==> config.mk <==
export PLATFORM = sky130hd
export DESIGN_NAME = approx_mult_err_monitor
export DESIGN_NICKNAME = d
export VERILOG_FILES = /design/src/rtl/approx_mult_err_monitor.sv
export SDC_FILE = /design/constraint.sdc
export NUM_CORES = 1
export LEC_CHECK = 0
export BUFFER_PORTS_ARGS = -buffer_cell sky130_fd_sc_hd__buf_2
export CORE_ASPECT_RATIO = 0.7
export CORE_MARGIN = 5
export CORE_UTILIZATION = 35
export CTS_BUF_LIST = sky130_fd_sc_hd__clkbuf_8
export DETAILED_ROUTE_END_ITERATION = 10
export GPL_TIMING_DRIVEN = 0
export PLACE_DENSITY = 0.52
export SYNTH_ARGS = -nofsm -noshare
export SYNTH_HDL_FRONTEND = slang
export SYNTH_SLANG_ARGS = --single-unit
==> constraint.sdc <==
create_clock -name clk -period 9.2 [get_ports clk]
set_input_delay 0.92 -clock clk [delete_from_list [all_inputs] [get_ports clk]]
set_output_delay 0.92 -clock clk [all_outputs]
set_load 0.005 [all_outputs]
==> src/rtl/approx_mult_err_monitor.sv <==
// Error-statistics engine for approximate 8-bit multipliers: accumulates error count,
// ED sum (saturating), and max ED with its operands over a programmed number of samples.
module approx_mult_err_monitor #(
  parameter int WIDTH = 8,
  parameter int CNT_W = 17,
  parameter int ACC_W = 32
) (
  input  logic                 clk,
  input  logic                 rst_n,
  input  logic                 start,
  input  logic [CNT_W-1:0]     num_samples,
  input  logic                 in_valid,
  output logic                 in_ready,
  input  logic [WIDTH-1:0]     in_a,
  input  logic [WIDTH-1:0]     in_b,
  input  logic [2*WIDTH-1:0]   in_p,
  output logic                 busy,
  output logic                 done,
  output logic [CNT_W-1:0]     samples_seen,
  output logic [CNT_W-1:0]     err_count,
  output logic [ACC_W-1:0]     ed_sum,
  output logic [2*WIDTH-1:0]   ed_max,
  output logic [WIDTH-1:0]     max_a,
  output logic [WIDTH-1:0]     max_b
);

  typedef enum logic [1:0] {IDLE, RUN, DRAIN, DONE} state_t;

  localparam logic [CNT_W-1:0] CNT_ONE = CNT_W'(1);

  state_t                state;
  logic [CNT_W-1:0]      target;
  logic                  s1_valid;
  logic [WIDTH-1:0]      s1_a;
  logic [WIDTH-1:0]      s1_b;
  logic [2*WIDTH-1:0]    s1_p;
  logic [2*WIDTH-1:0]    s1_exact;
  logic [2*WIDTH-1:0]    ed;
  logic [ACC_W:0]        sum_ext;
  logic                  xfer;
  logic                  run_full;

  assign in_ready = (state == RUN) && (samples_seen < target);
  assign xfer     = in_valid && in_ready;

  // Target reached either already or by the transfer happening on this edge.
  assign run_full = (samples_seen >= target) ||
                    (xfer && ((samples_seen + CNT_ONE) == target));

  always_comb begin
    ed      = (s1_exact >= s1_p) ? (s1_exact - s1_p) : (s1_p - s1_exact);
    sum_ext = {1'b0, ed_sum} + (ACC_W+1)'(ed);
  end

  always_ff @(posedge clk or negedge rst_n) begin
    if (!rst_n) begin
      state        <= IDLE;
      target       <= '0;
      s1_valid     <= 1'b0;
      s1_a         <= '0;
      s1_b         <= '0;
      s1_p         <= '0;
      s1_exact     <= '0;
      busy         <= 1'b0;
      done         <= 1'b0;
      samples_seen <= '0;
      err_count    <= '0;
      ed_sum       <= '0;
      ed_max       <= '0;
      max_a        <= '0;
      max_b        <= '0;
    end else begin
      s1_valid <= xfer;
      if (xfer) begin
        s1_a     <= in_a;
        s1_b     <= in_b;
        s1_p     <= in_p;
        s1_exact <= {{WIDTH{1'b0}}, in_a} * {{WIDTH{1'b0}}, in_b};
      end

      if (s1_valid) begin
        if (ed != '0) err_count <= err_count + CNT_ONE;
        ed_sum <= sum_ext[ACC_W] ? '1 : sum_ext[ACC_W-1:0];
        if (ed > ed_max) begin
          ed_max <= ed;
          max_a  <= s1_a;
          max_b  <= s1_b;
        end
      end

      case (state)
        IDLE, DONE: begin
          if (start) begin
            state        <= RUN;
            target       <= num_samples;
            busy         <= 1'b1;
            done         <= 1'b0;
            samples_seen <= '0;
            err_count    <= '0;
            ed_sum       <= '0;
            ed_max       <= '0;
            max_a        <= '0;
            max_b        <= '0;
          end
        end
        RUN: begin
          if (xfer) samples_seen <= samples_seen + CNT_ONE;
          if (run_full) state <= DRAIN;
        end
        DRAIN: begin
          if (!s1_valid) begin
            state <= DONE;
            busy  <= 1'b0;
            done  <= 1'b1;
          end
        end
        default: state <= IDLE;
      endcase
    end
  end

endmodule

==> results of run 1 <==
-- flip-flops by register name, indices dropped and copies added (netlist names) --
| register | flops |
|---|---|
| busy | 1 |
| done | 1 |
| ed_max | 16 |
| ed_sum | 32 |
| err_count | 17 |
| max_a | 8 |
| max_b | 8 |
| s1_a | 8 |
| s1_b | 8 |
| s1_exact | 16 |
| s1_p | 16 |
| s1_valid | 1 |
| samples_seen | 17 |
| state | 2 |
| target | 17 |
-- routing by layer --
| metal | track usage | share of wire |
|---|---|---|
| met1 | 0.289 | 0.50 |
| met2 | 0.274 | 0.43 |
| met3 | 0.0400 | 0.059 |
| met4 | 0.0357 | 0.014 |
| met5 | 0 | 0 |
-- cells in the final DEF, fill, tap and decap left out, drive strengths merged, types with 23 or more instances in the layout --
cell type    n
a211oi      23
a21o        30
a21oi       65
a31oi       26
and2        42
buf        168
clkbuf      64
dfrtp      168
fa          39
ha         121
inv        144
mux2i       34
nand2      120
nand3       48
nor2        77
o21ai      111
xnor2       42
xor2        26
-- cells in the mapped netlist (7+ instances only) --
cell type  number
a211oi_1       22
a21o_1         30
a21oi_1        64
a221o_1        10
a31oi_1        26
and2_1         42
and3_1         19
buf_1           7
clkbuf_1       47
dfrtp_1       168
fa_1           39
ha_1          121
inv_1         139
mux2_2         18
mux2i_1        34
nand2_1       120
nand2b_1       17
nand3_1        48
nand4_1        21
nor2_1         77
nor2b_1        11
nor3_1         18
nor4_1         12
o211ai_1        9
o21a_1          9
o21ai_0       105
o41ai_1         8
or3_1          14
or4_1           9
xnor2_1        42
xor2_1         26
-- final cells by class --
class	instances	area, sq um	share of cell area
antenna	3	7.51	0.000510
sequential	168	4200	0.285
clock inverter	15	129	0.00875
timing repair buffer	152	793	0.0539
inverter	140	526	0.0357
clock buffer	17	234	0.0159
tap	488	611	0.0415
buffer	63	269	0.0183
multi-input combinational	1067	7950	0.540
-- final timing paths --
kind,from,end,slack (ps),depth (start not counted)
max in group asynchronous,rst_n,s1_b[6],7870,2
hold / removal,rst_n,ed_sum[30],430,1
hold reg to reg,s1_exact[15],s1_exact[15],510,2
setup reg to reg,s1_exact[0],ed_sum[10],2510,21
min in group clk,s1_exact[15],s1_exact[15],510,2
setup / recovery,s1_exact[0],ed_sum[10],2510,21
-- kinds of logic (layout without fill, tap and decap cells) --
group,count (synthesis),count (layout),share of synthesized area
compound gates,348,348,0.174
xor+xnor,68,68,0.0460
fa+ha+maj,160,160,0.177
buf+inv,203,387,0.0613
flops,168,168,0.325
mux,52,52,0.0419
other cells,0,3,0
simple gates,439,439,0.175
-- power by group --
group | total (mW) | switching (mW) | internal [mW]
Clock | 0.535 | 0.321 | 0.214
Combinational | 2.83 | 1.66 | 1.18
Sequential | 1.08 | 0.172 | 0.909
-- per-stage QoR --
| step | total power [mW] | instance area, sq um | hold slack (ps) |
|---|---|---|---|
| final | 4.45 | 14700 | 429 |
| after global routing | 4.87 | 14700 | 470 |
| after CTS | 4.45 | 14700 | 437 |
| after detailed placement | 3.88 | 14400 | 489 |
| after global placement | 3.85 | 14300 | 482 |
| after floorplan | 3.12 | 13000 | 450 |
==> metrics.csv, run 1 <==
metric,value,unit
outcome,finished clean,
peakVddDrop,0.212,mV
ys_async_sr_fraction,1.00,
critPathMaxStageDelay,740,ps
cp_top_family,compound AO/OA/AOI/OAI gates,
rsz0062_at_grt,false,
grt_pass1_vias,10800,
finalSetupTns,0,ps
cts-resized-gates,0,
synth_edf_count,0,
fin_crit,6690,ps
path_buf_inv,5,
yosysTopAreaCellShare,0.325,
synth_area,0.0130,sq mm
vias,11200,
drt_wl_total,38.8,mm
setup_viol,0,
nets,1822,
clockBufferDepth,2,
powerDensity,302,mW/mm^2
ys_seq_area_frac,0.325,
critical-path-slowest-cell,a211oi_1,
ys_types,75,
synth_area_leaders,"dfrtp_1 (32%), ha_1 (12%), fa_1 (6.0%), o21ai_0 (4.1%), inv_1 (4.0%)",
start_util,0.352,
relSlewSlack,0.244,
cts-root-buf,clkbuf_8,
synth-seq-cells,168,
fin_crit_sh,0.727,
cts_sinks,168,
slew_viol_final,0,
fp.coreArea,0.0368,sq mm
synth-main-ff-cell,dfrtp_1,
crit_path_cell_trace,inv_1 -> ha_1 -> inv_1 -> fa_1 -> a21o_1 -> a41oi_1 -> a211oi_2 -> nor3_4 -> buf_4 -> o21ai_0 -> xnor2_1 -> ha_1 -> a21o_1 -> a21o_1 -> a21oi_1 -> o21ai_0 -> a211oi_1 -> or3_1 -> clkbuf_1 -> clkbuf_1 -> a31oi_1,
crit_top_cell,a21o_1,
post_cts_buffers,0,
route.detailed.drc,0,
n_fill_cell,3723,
rows,59,
routabilityCongestion,0.891,
numPortBuffers,151,
drtIter0Drc,884,
hold_viol,0,
die_x,240,um
dieArea,0.0410,sq mm
synth_largest_area_cell,dfrtp_1,
die_h,171,um
grt_max_degree,86,
path_clk_slew,100,ps
worst_slack,2510,ps
final_util,0.400,
crit_arrival,7030,ps
wl_per_cell,18.3,um
max_freq,0.149,GHz
path_class,reg -> reg,
antenna_left,0,
ios,154,
clock_latency,500,ps
start_kind,register,
layout-drive-gt1-share,0.136,
drtPass1Iterations,5,
htree_num_levels,4,
cp.required,9540,ps
place_ws,2660,ps
cts_buffers,17,
track_usage,0.188,
dp_hpwl,30.2,mm
crit_path_max_fanout,10,
cap_violations,0,
syn_nets,1651,
grt_overflow,0,
grt_first_pass_wirelength,61.4,mm
hold_buffers,0,
tightest_slew,1130,ps
syn2layout_area_growth,13.7,%
antenna_found_initial,2,
final_cells,2113,
cts_tree,done,
synthesis.instances,1438,
post_synth.cell_area_avg,9.01,sq um
vias_per_cell,5.31,
ys_warn_count,0,
hp-class,in -> async,
finalClockSkew,19.8,ps
p_leak,7.03,nW
endpoint_kind,register,
placedCellCount,2078,
Power figures use the tool's default switching activity.
==> run 2, diff against run 1 <==
clock period = 6.2 ns   (was 9.2 ns; I/O delays follow)
==> run 2 against run 1 <==
Net effect: via count hardly changed; non-clock buffer count is 3 higher; clock power is 48% higher; hold slack worse by 300 ps; sequential share of layout area is 0.12 points lower; largest power group unchanged.
==> metrics.csv, run 2 (synthesis gave the netlist of run 1 again) <==
metric,value,unit,change
crit_arrival,6240,ps,was 7030 ps
internal_power,3.45,mW,was 2.30 mW
combPwrFrac,0.641,,was 0.637
swShare,0.483,,about the same
final_util,0.401,,was 0.400
ios,154,,unchanged
hold_buffers,0,,unchanged
cts_buffers,17,,unchanged
finalClockSkew,21.0,ps,was 19.8 ps
layout-drive-gt1-share,0.143,,was 0.136
track_usage,0.188,,about the same
tightest_slew,1120,ps,was 1130 ps
start_util,0.352,,unchanged
setup_viol,0,,unchanged
crit_top_cell,ha_1,,was a21o_1
largest_register_ffs,32,,unchanged
drtIter0Drc,928,,was 884
vias,11200,,about the same
antenna_found_initial,2,,unchanged
max_freq,0.170,GHz,was 0.149 GHz
final_cells,2115,,"was 2,113"
final_common_cell,dfrtp_1,,unchanged
route.detailed.drc,0,,unchanged
fin_crit,5890,ps,was 6690 ps
die_x,240,um,unchanged
crit_path_cell_trace,ha_1 -> buf_2 -> a21oi_1 -> o21ai_1 -> a2111oi_1 -> a32oi_1 -> a211o_1 -> ha_1 -> nor2b_1 -> o21ai_0 -> a21boi_0 -> o2111ai_1 -> o211ai_1 -> a211oi_4 -> or3_1 -> clkbuf_1 -> clkbuf_2 -> a31oi_1,,was inv_1 -> ha_1 -> inv_1 -> fa_1 -> a21o_1 -> a41oi_1 -> a211oi_2 -> nor3_4 -> buf_4 -> o21ai_0 -> xnor2_1 -> ha_1 -> a21o_1 -> a21o_1 -> a21oi_1 -> o21ai_0 -> a211oi_1 -> or3_1 -> clkbuf_1 -> clkbuf_1 -> a31oi_1
drt_wl_total,38.8,mm,about the same
crit_path_max_fanout,10,,unchanged
pwr-share-clk,0.119,,was 0.120
p_leak,7.06,nW,was 7.03 nW
outcome,finished clean,,unchanged
cts_tree,done,,unchanged
start_kind,register,,unchanged
syn2layout_area_growth,14.2,%,was 13.7%
fp.coreArea,0.0368,sq mm,unchanged
nets,1825,,"was 1,822"
hold_viol,0,,unchanged
numPortBuffers,151,,unchanged
p_sw,3.22,mW,was 2.15 mW
clock_latency,500,ps,about the same
path_class,reg -> reg,,unchanged
grt_overflow,0,,unchanged
clockBufferDepth,2,,unchanged
relSlewSlack,0.252,,was 0.244
finalSetupTns,0,ps,unchanged
htree_num_levels,4,,unchanged
peakVddDrop,0.304,mV,was 0.212 mV
power_frac_seq,0.240,,was 0.243
critPathMaxStageDelay,1030,ps,was 740 ps
cts-root-buf,clkbuf_8,,unchanged
cp.required,6540,ps,was 9540 ps
drtPass1Iterations,7,,was 5
rsz0062_at_grt,false,,unchanged
endpoint_kind,register,,unchanged
placedCellCount,2078,,unchanged
critical-path-slowest-cell,a2111oi_1,,was a211oi_1
power,6.68,mW,was 4.45 mW
antenna_left,0,,unchanged
path_clk_slew,100,ps,about the same
slew_viol_final,0,,unchanged
finalHoldWorstSlack,128,ps,was 429 ps
hp-class,in -> async,,unchanged
cap_violations,0,,unchanged
grt_first_pass_wirelength,61.5,mm,was 61.4 mm
vias_per_cell,5.31,,about the same
routabilityCongestion,0.891,,unchanged
dp_hpwl,30.2,mm,unchanged
top_register,ed_sum,,unchanged
powerDensity,452,mW/mm^2,was 302 mW/mm^2
grt_pass1_vias,10800,,about the same
die_h,171,um,unchanged
rows,59,,unchanged
cts_sinks,168,,unchanged
dieArea,0.0410,sq mm,unchanged
fin_crit_sh,0.951,,was 0.727
wl_per_cell,18.4,um,was 18.3 um
grt_max_degree,86,,unchanged
layout_common_cells,"dfrtp_1 (168), buf_2 (157), inv_1 (141)",,"was dfrtp_1 (168), buf_2 (155), inv_1 (141)"
run 2: path summary, 6_finish.rpt:
path | from | to | slack [ps] | cells after the start
worst min register to register | target[0] | target[0] | 510 | 2
min in group clk | num_samples[9] | target[9] | 310 | 3
max in group asynchronous | rst_n | s1_b[6] | 5170 | 2
worst min-delay path | rst_n | ed_sum[30] | 130 | 1
worst max register to register | s1_exact[9] | ed_sum[10] | 310 | 18
worst max-delay path | s1_exact[9] | ed_sum[10] | 310 | 18
run 2: stage by stage:
step	setup slack, ps	cell area (sq um)
after floorplan	1120	13000
after CTS	6.59	14700
after global placement	-214	14300
after detailed placement	-335	14400
after global routing	12.4	14800
final	305	14800
run 2: cell type report:
| class | instances | area, sq um |
|---|---|---|
| Sequential cell | 168 | 4200 |
| Inverter | 140 | 526 |
| Buffer | 62 | 269 |
| Tap cell | 488 | 611 |
| Antenna cell | 2 | 5.00 |
| Timing Repair Buffer | 156 | 823 |
| Clock inverter | 15 | 129 |
| Fill cell | 3721 | 22000 |
| Multi-Input combinational cell | 1067 | 7990 |
| Clock buffer | 17 | 234 |
run 2: repair_timing:
item                                    CTS  global route
setup buffers                             0             4
gates cloned                              0             0
endpoints found under the setup margin   38            59
pin swaps                                 0             1
gates resized for setup                   4             6
run 2: layer usage:
metal | GRT usage | routed length [um] | vias up
met5 | 0 | 0 | -
met4 | 0.0360 | 534 | 0
met3 | 0.0400 | 2180 | 37
met2 | 0.274 | 16400 | 278
met1 | 0.289 | 19700 | 5481
li1 | - | - | 5432
run 2: worst max-delay path: cells and delay by family, from the launching register on:
| kind | cells | cell delay (ps) |
|---|---|---|
| AND/OR/NAND/NOR | 2 | 310 |
| adder cells (fa/ha/maj) | 2 | 640 |
| buffers and inverters | 3 | 830 |
| AO/OA/AOI/OAI | 11 | 3480 |
| flip-flops | 1 | 450 |
run 2: power by group through the flow:
stage,Combinational [mW],Sequential (mW),Clock (mW)
after floorplan,3.06,1.57,0
after global placement,4.10,1.62,0
after detailed placement,4.14,1.62,0
after CTS,4.20,1.60,0.822
after global routing,4.80,1.64,0.864
final,4.28,1.60,0.792
